## config.mk

```make
export PLATFORM = sky130hd
export DESIGN_NAME = trace_sweep_ctrl
export DESIGN_NICKNAME = d
export VERILOG_FILES = /design/src/rtl/trace_sweep_ctrl.sv
export SDC_FILE = /design/constraint.sdc
export NUM_CORES = 1
export LEC_CHECK = 0
export ABC_CLOCK_PERIOD_IN_PS = 20900
export BUFFER_PORTS_ARGS = -buffer_cell sky130_fd_sc_hd__buf_4
export CAP_MARGIN = 20
export CORE_ASPECT_RATIO = 1.5
export CORE_UTILIZATION = 50
export CTS_BUF_LIST = sky130_fd_sc_hd__clkbuf_8 sky130_fd_sc_hd__clkbuf_16
export CTS_CLUSTER_DIAMETER = 50
export DETAILED_ROUTE_END_ITERATION = 6
export GPL_ROUTABILITY_DRIVEN = 0
export PLACE_DENSITY = 0.66
export SLEW_MARGIN = 20
export SYNTH_ARGS = -nofsm -noshare
export SYNTH_HDL_FRONTEND = slang
export SYNTH_SLANG_ARGS = --single-unit
```

## constraint.sdc

```tcl
create_clock -name clk -period 20.9 [get_ports clk]
set_input_delay 0 -clock clk [delete_from_list [all_inputs] [get_ports clk]]
set_output_delay 0 -clock clk [all_outputs]
set_load 0.03 [all_outputs]
```

## src/rtl/trace_sweep_ctrl.sv

```systemverilog
// ---------------------------------------------------------------------------
// trace_sweep_ctrl
//
// Purpose:
//   This sequencer drives the tracer-programming port of the sensor trace
//   stamper. Once started, it reprograms up to TRACERS tracer cells on every
//   start-of-frame and then enables them. Tracer 0 advances by cfg_step cells
//   per frame. The other tracers follow tracer 0 at cfg_stride spacing. Every
//   position wraps modulo cfg_cell_limit. Test software can therefore sweep a
//   moving cell pattern across many frames without writing registers on each
//   frame.
//
// Ports:
//   clk                     clock, shared with the stamper
//   resetn                  asynchronous active-low reset
//   cfg_base                cell index of tracer 0 in the first traced frame
//   cfg_stride              cell spacing between consecutive tracers
//   cfg_step                per-frame advance of tracer 0
//   cfg_cell_limit          cells per frame (wrap modulus)
//   cfg_count               tracers used, 1..8 (larger values clamp to 8)
//   cfg_frames              frames to trace, 0 = run until stop
//   start                   pulse: latch cfg_* and begin a run (IDLE only)
//   stop                    pulse: abort the run from any state
//   sof                     stamper start-of-frame
//   tracer_index            slot being written
//   wr_tracer_cell          cell index being written
//   wr_tracer_cell_wstrobe  write strobe for the indexed tracer write
//   tracer_enable           per-slot tracer enable
//   busy                    high whenever the sequencer is not idle
//   frames_done             frames traced in this run (held after stop)
//   overrun                 sticky: an sof arrived while still programming
//   done_irq                (only with TRACE_SWEEP_IRQ_EN) one-cycle pulse
//                           when a run ends because cfg_frames was reached
//
// Build option:
//   TRACE_SWEEP_IRQ_EN  - when defined, adds the done_irq output.
//
// All outputs are registered. On the sof edge the first tracer write (k=0)
// is registered directly, so for N tracers the writes are presented on the
// N cycles after the sof edge. The enable mask follows on the next cycle.
// ---------------------------------------------------------------------------
module trace_sweep_ctrl #(
    parameter int TRACERS = 8
) (
    input  logic        clk,
    input  logic        resetn,
    input  logic [31:0] cfg_base,
    input  logic [31:0] cfg_stride,
    input  logic [31:0] cfg_step,
    input  logic [31:0] cfg_cell_limit,
    input  logic [3:0]  cfg_count,
    input  logic [31:0] cfg_frames,
    input  logic        start,
    input  logic        stop,
    input  logic        sof,
    output logic [2:0]  tracer_index,
    output logic [31:0] wr_tracer_cell,
    output logic        wr_tracer_cell_wstrobe,
    output logic [7:0]  tracer_enable,
    output logic        busy,
    output logic [31:0] frames_done,
    output logic        overrun
`ifdef TRACE_SWEEP_IRQ_EN
    ,
    output logic        done_irq
`endif
);

    localparam logic [3:0] MAX_COUNT = 4'(TRACERS);

    typedef enum logic [1:0] {
        ST_IDLE = 2'd0,
        ST_ARM  = 2'd1,
        ST_PROG = 2'd2,
        ST_RUN  = 2'd3
    } state_t;

    state_t      state_reg;

    // Configuration latched at start; the cfg_* inputs may change mid-run.
    logic [31:0] stride_reg;
    logic [31:0] step_reg;
    logic [31:0] limit_reg;
    logic [31:0] frames_reg;
    logic [3:0]  count_reg;

    logic [31:0] head_reg;   // tracer-0 position for the current frame
    logic [31:0] acc_reg;    // position of the next tracer to write
    logic [3:0]  k_reg;      // index of the next tracer to write

    // Modular add. Both operands are below the limit, so the sum is below
    // 2*limit. A 33-bit sum and a single conditional subtract are enough.
    function automatic logic [31:0] wrap_add(input logic [31:0] a,
                                             input logic [31:0] b,
                                             input logic [31:0] lim);
        logic [32:0] sum;
        sum = {1'b0, a} + {1'b0, b};
        if (sum >= {1'b0, lim}) begin
            sum = sum - {1'b0, lim};
        end
        return sum[31:0];
    endfunction

    // Clamp the requested tracer count to the number of physical slots.
    logic [3:0] count_clamped;
    assign count_clamped = (cfg_count > MAX_COUNT) ? MAX_COUNT : cfg_count;

    // Enable mask (1 << N) - 1, built one slot at a time.
    logic [7:0] enable_mask;
    generate
        for (genvar gi = 0; gi < 8; gi++) begin : g_mask
            assign enable_mask[gi] = (count_reg > 4'(gi));
        end
    endgenerate

    // Head for the frame about to be programmed. In ARM this is the latched
    // base. In RUN it is the previous head advanced by one step. prog_acc1 is
    // the position of tracer 1 for that frame.
    logic [31:0] next_head;
    logic [31:0] prog_head;
    logic [31:0] prog_acc1;
    logic [31:0] acc_next;

    assign next_head = wrap_add(head_reg, step_reg, limit_reg);
    assign prog_head = (state_reg == ST_RUN) ? next_head : head_reg;
    assign prog_acc1 = wrap_add(prog_head, stride_reg, limit_reg);
    assign acc_next  = wrap_add(acc_reg, stride_reg, limit_reg);

    // A run ends on the sof that follows the final traced frame.
    logic run_complete;
    assign run_complete = (frames_reg != 32'd0) && (frames_done == frames_reg);

    always_ff @(posedge clk or negedge resetn) begin
        if (!resetn) begin
            state_reg              <= ST_IDLE;
            stride_reg             <= 32'd0;
            step_reg               <= 32'd0;
            limit_reg              <= 32'd0;
            frames_reg             <= 32'd0;
            count_reg              <= 4'd0;
            head_reg               <= 32'd0;
            acc_reg                <= 32'd0;
            k_reg                  <= 4'd0;
            tracer_index           <= 3'd0;
            wr_tracer_cell         <= 32'd0;
            wr_tracer_cell_wstrobe <= 1'b0;
            tracer_enable          <= 8'd0;
            busy                   <= 1'b0;
            frames_done            <= 32'd0;
            overrun                <= 1'b0;
`ifdef TRACE_SWEEP_IRQ_EN
            done_irq               <= 1'b0;
`endif
        end else begin
`ifdef TRACE_SWEEP_IRQ_EN
            done_irq <= 1'b0;
`endif
            if (stop) begin
                // An abort takes priority over sof and start in every state.
                // frames_done keeps its count so software can read it back.
                state_reg              <= ST_IDLE;
                busy                   <= 1'b0;
                tracer_enable          <= 8'd0;
                wr_tracer_cell_wstrobe <= 1'b0;
            end else begin
                case (state_reg)
                    ST_IDLE: begin
                        if (start && (cfg_count != 4'd0) && (cfg_cell_limit != 32'd0)) begin
                            stride_reg  <= cfg_stride;
                            step_reg    <= cfg_step;
                            limit_reg   <= cfg_cell_limit;
                            frames_reg  <= cfg_frames;
                            count_reg   <= count_clamped;
                            head_reg    <= cfg_base;
                            frames_done <= 32'd0;
                            overrun     <= 1'b0;
                            busy        <= 1'b1;
                            state_reg   <= ST_ARM;
                        end
                    end

                    ST_ARM: begin
                        if (sof) begin
                            // Register the k=0 write on the sof edge itself.
                            wr_tracer_cell_wstrobe <= 1'b1;
                            tracer_index           <= 3'd0;
                            wr_tracer_cell         <= prog_head;
                            acc_reg                <= prog_acc1;
                            k_reg                  <= 4'd1;
                            state_reg              <= ST_PROG;
                        end
                    end

                    ST_PROG: begin
                        // A frame that starts before programming finishes is
                        // not restarted. It is flagged and programming goes on.
                        if (sof) begin
                            overrun <= 1'b1;
                        end
                        if (k_reg == count_reg) begin
                            wr_tracer_cell_wstrobe <= 1'b0;
                            tracer_enable          <= enable_mask;
                            frames_done            <= frames_done + 32'd1;
                            state_reg              <= ST_RUN;
                        end else begin
                            wr_tracer_cell_wstrobe <= 1'b1;
                            tracer_index           <= k_reg[2:0];
                            wr_tracer_cell         <= acc_reg;
                            acc_reg                <= acc_next;
                            k_reg                  <= k_reg + 4'd1;
                        end
                    end

                    ST_RUN: begin
                        if (sof) begin
                            if (run_complete) begin
                                tracer_enable <= 8'd0;
                                busy          <= 1'b0;
                                state_reg     <= ST_IDLE;
`ifdef TRACE_SWEEP_IRQ_EN
                                done_irq      <= 1'b1;
`endif
                            end else begin
                                // Tracers stay disabled while they are being moved.
                                head_reg               <= next_head;
                                tracer_enable          <= 8'd0;
                                wr_tracer_cell_wstrobe <= 1'b1;
                                tracer_index           <= 3'd0;
                                wr_tracer_cell         <= prog_head;
                                acc_reg                <= prog_acc1;
                                k_reg                  <= 4'd1;
                                state_reg              <= ST_PROG;
                            end
                        end
                    end

                    default: begin
                        state_reg <= ST_IDLE;
                        busy      <= 1'b0;
                    end
                endcase
            end
        end
    end

endmodule
```

==> reports/qor.csv <==
stage,metric,value,unit
timing,Slew Limit Fails,0,
drt,Initial DRC Count,1811,
synth,Mapped Area,23600,µm²
timing,Tmin final,10970,ps
finish,Finished Core Util,61.8,%
placed_design,HPWL after DPL,59.9,mm
timing,clk_skew,13.5,ps
drt,met2 wire len,38.9,mm
floorplanning,row count,97,
worst_setup_path,crit path capture type,flop,
clock_network,"Clk Latency, worst-skew pair",560,ps
global_routing,gr usage total,32.8,%
clock_network,clk root buf,clkbuf_16,
floorplanning,Initial Utilization,50.6,%
clock_network,post-CTS setup buffers,0,
synth,Synth area leader,dfrtp_1,
synth,net count after synthesis,3113,
drt,ANT nets after route,0,
worst_setup_path,WS Path Type,flop to flop,
global_routing,first-pass GRT wire length,121,mm
global_routing,pin count of the biggest net entering global routing,94,
global_routing,global route total overflow,0,
drt,TritonRoute pass-1 iters,7,
worst_setup_path,peak fanout along the critical path,32,
clock_network,clock-pin slew on the worst setup and hold paths,60,ps
drt,drt via density,6.20,
synth,post-synthesis sequential area ratio,29.7,%
worst_setup_path,Worst path most repeated cell,ha_1,
run_status,status,"finished, violations left",
worst_setup_path,worst path arrival time,11410,ps
clock_network,H-tree levels,2,
worst_setup_path,FF-to-FF End,acc_reg[29]$_DFFE_PN0P_,
global_routing,initial antenna violation count,0,
global_routing,vias in the first global route,22500,
worst_setup_path,reg2reg start,head_reg[0]$_DFFE_PN0P_,
synth,synth top area cells,"dfrtp_1 30%, ha_1 11%, mux2_2 6.8%",
worst_setup_path,CP peak stage delay,630,ps
worst_setup_path,"Slowest-stage cell, CP",a21boi_0,
run_status,failing checks,design-rule violations,
floorplanning,die width,179,µm
drt,Max Used Layer,met4,
timing,Hold Fails Final Rpt,0,
timing,crit share post-route,52.5,%
drt,final wirelength,79.6,mm
drt,DR WL/cell,21.4,µm
drt,Post-route DRC,40,
synth,Post-synth top cells,"280 x dfrtp_1, 248 x nor2_1, 238 x nand2_1",
worst_setup_path,FF-to-FF path depth,40,
synth,Yosys reg bits,280,
clock_network,clk sink count,280,
synth,Synth cell types,92,
finish,final net count,3471,
placed_design,IO buf count,246,
worst_setup_path,critical path launch point type,flop,
synth,post-synth top area share,29.7,%
worst_setup_path,Worst R2R Setup Slack,9930,ps
drt,metal1 wirelength,30.6,mm
timing,fmax,91.1,MHz
timing,setup repair after global routing missed its margin,false,
clock_network,CTS buffer count,37,
drt,via count,23000,
finish,area grow syn2layout,22.3,%
finish,# diodes,0,
floorplanning,Ports,247,
timing,# setup viols final,0,
clock_network,TritonCTS clock tree,done,
clock_network,clk buf depth,3,
synth,Post-synth EDFFs,0,
worst_setup_path,data required time of the critical path,21340,ps
floorplanning,Core Region,46600,µm²
timing,TNS Setup,0,ps
synth,warning count from the yosys run,0,
synth,Avg Inst Size Synth,8.60,µm²
floorplanning,DIE HEIGHT,268,µm
worst_hold_path,Hold Path Class,primary input to asynchronous set/reset pin,
floorplanning,die area,48000,µm²
timing,Worst-Margin Slew,1000,ps
synth,fraction of registers with async set or reset after synthesis,100,%
synth,"Top FF cell, synth",dfrtp_1,
finish,share of cells above drive strength 1,16.2,%
timing,Slew HR,32.9,%
drt,Routed met3 length,5.05,mm
synth,most common cell in the netlist,dfrtp_1,
synth,Synth Instances,2738,
job,max-capacitance violation count,0,
==> kinds of logic (layout without fill, tap and decap cells) <==
family / after synthesis / count (layout) / synth area share (%)
flops: 280 / 280 / 29.7
compound gates: 810 / 810 / 22.4
xor+xnor: 204 / 204 / 7.62
buf+inv: 203 / 589 / 3.41
fa+ha+maj: 206 / 206 / 11.1
mux: 169 / 169 / 7.95
simple gates: 866 / 866 / 17.7
==> stage by stage <==
| stage | area (µm²) | setup WS [ps] | hold WS [ps] | cells |
|---|---|---|---|---|
| 2_1_floorplan | 23600 | 12130 | -296 | 2738 |
| 4_1_cts | 28800 | 10120 | 91.8 | 3718 |
| 3_3_place_gp | 25900 | 10440 | 67.2 | 3483 |
| 5_1_grt | 28800 | 9160 | 137 | 3718 |
| 3_5_place_dp | 25900 | 10150 | 74.3 | 3483 |
| 6_report | 28800 | 9930 | 60.0 | 3718 |
==> repair_timing <==
item                      in CTS  in global routing
resized for setup              0                  0
hold endpoints to repair     269                  0
hold buffers                 168                  0
==> worst max-delay path: cells and delay by family, from the launching register on <==
kind,cells,cell delay (ps)
AO/OA/AOI/OAI,23,5980
adder cells (fa/ha/maj),5,1770
AND/OR/NAND/NOR,8,1610
flip-flops,1,400
multiplexers,1,380
buffers and inverters,1,350
XOR/XNOR,2,340
==> placed cells by master (no fill, tap or decap), types with 65 or more instances in the layout <==
| master | count |
|---|---|
| inv_1 | 95 |
| xnor2_1 | 131 |
| xor2_1 | 72 |
| dlygate4sd3_1 | 168 |
| a21o_1 | 82 |
| a21oi_1 | 232 |
| nor2_1 | 246 |
| nand2_1 | 238 |
| nand3_1 | 65 |
| buf_4 | 258 |
| mux2_2 | 142 |
| dfrtp_1 | 280 |
| o21ai_0 | 136 |
| ha_1 | 198 |
==> layer usage <==
metal / GRT usage, % / vias to the layer above
li1: - / 10800
met1: 38.6 / 11000
met5: 0 / -
met3: 3.81 / 227
met2: 56.6 / 999
met4: 19.9 / 0
==> layout make-up <==
type / instances / area [µm²]
fillers: 3949 / 17800
multi-input cells: 2255 / 15800
flip-flops and latches: 280 / 7010
repair buffers: 428 / 3640
clock buffers: 42 / 1020
well taps: 594 / 743
inverters: 94 / 353
clock inverters: 25 / 234
==> how the worst max path moves through the flow <==
stage,from,end,slack (ps),cells after the start
6_report,head_reg[0]$_DFFE_PN0P_,acc_reg[29]$_DFFE_PN0P_,9930,40
5_1_grt,head_reg[0]$_DFFE_PN0P_,acc_reg[29]$_DFFE_PN0P_,9160,40
4_1_cts,step_reg[0]$_DFFE_PN0P_,acc_reg[29]$_DFFE_PN0P_,10120,40
3_5_place_dp,head_reg[0]$_DFFE_PN0P_,acc_reg[29]$_DFFE_PN0P_,10150,40
3_3_place_gp,head_reg[0]$_DFFE_PN0P_,acc_reg[29]$_DFFE_PN0P_,10440,40
2_1_floorplan,head_reg[0]$_DFFE_PN0P_,acc_reg[29]$_DFFE_PN0P_,12130,44
Power is not shown: default switching activity piles up to over one toggle a cycle in this logic, so the estimate is an artifact.
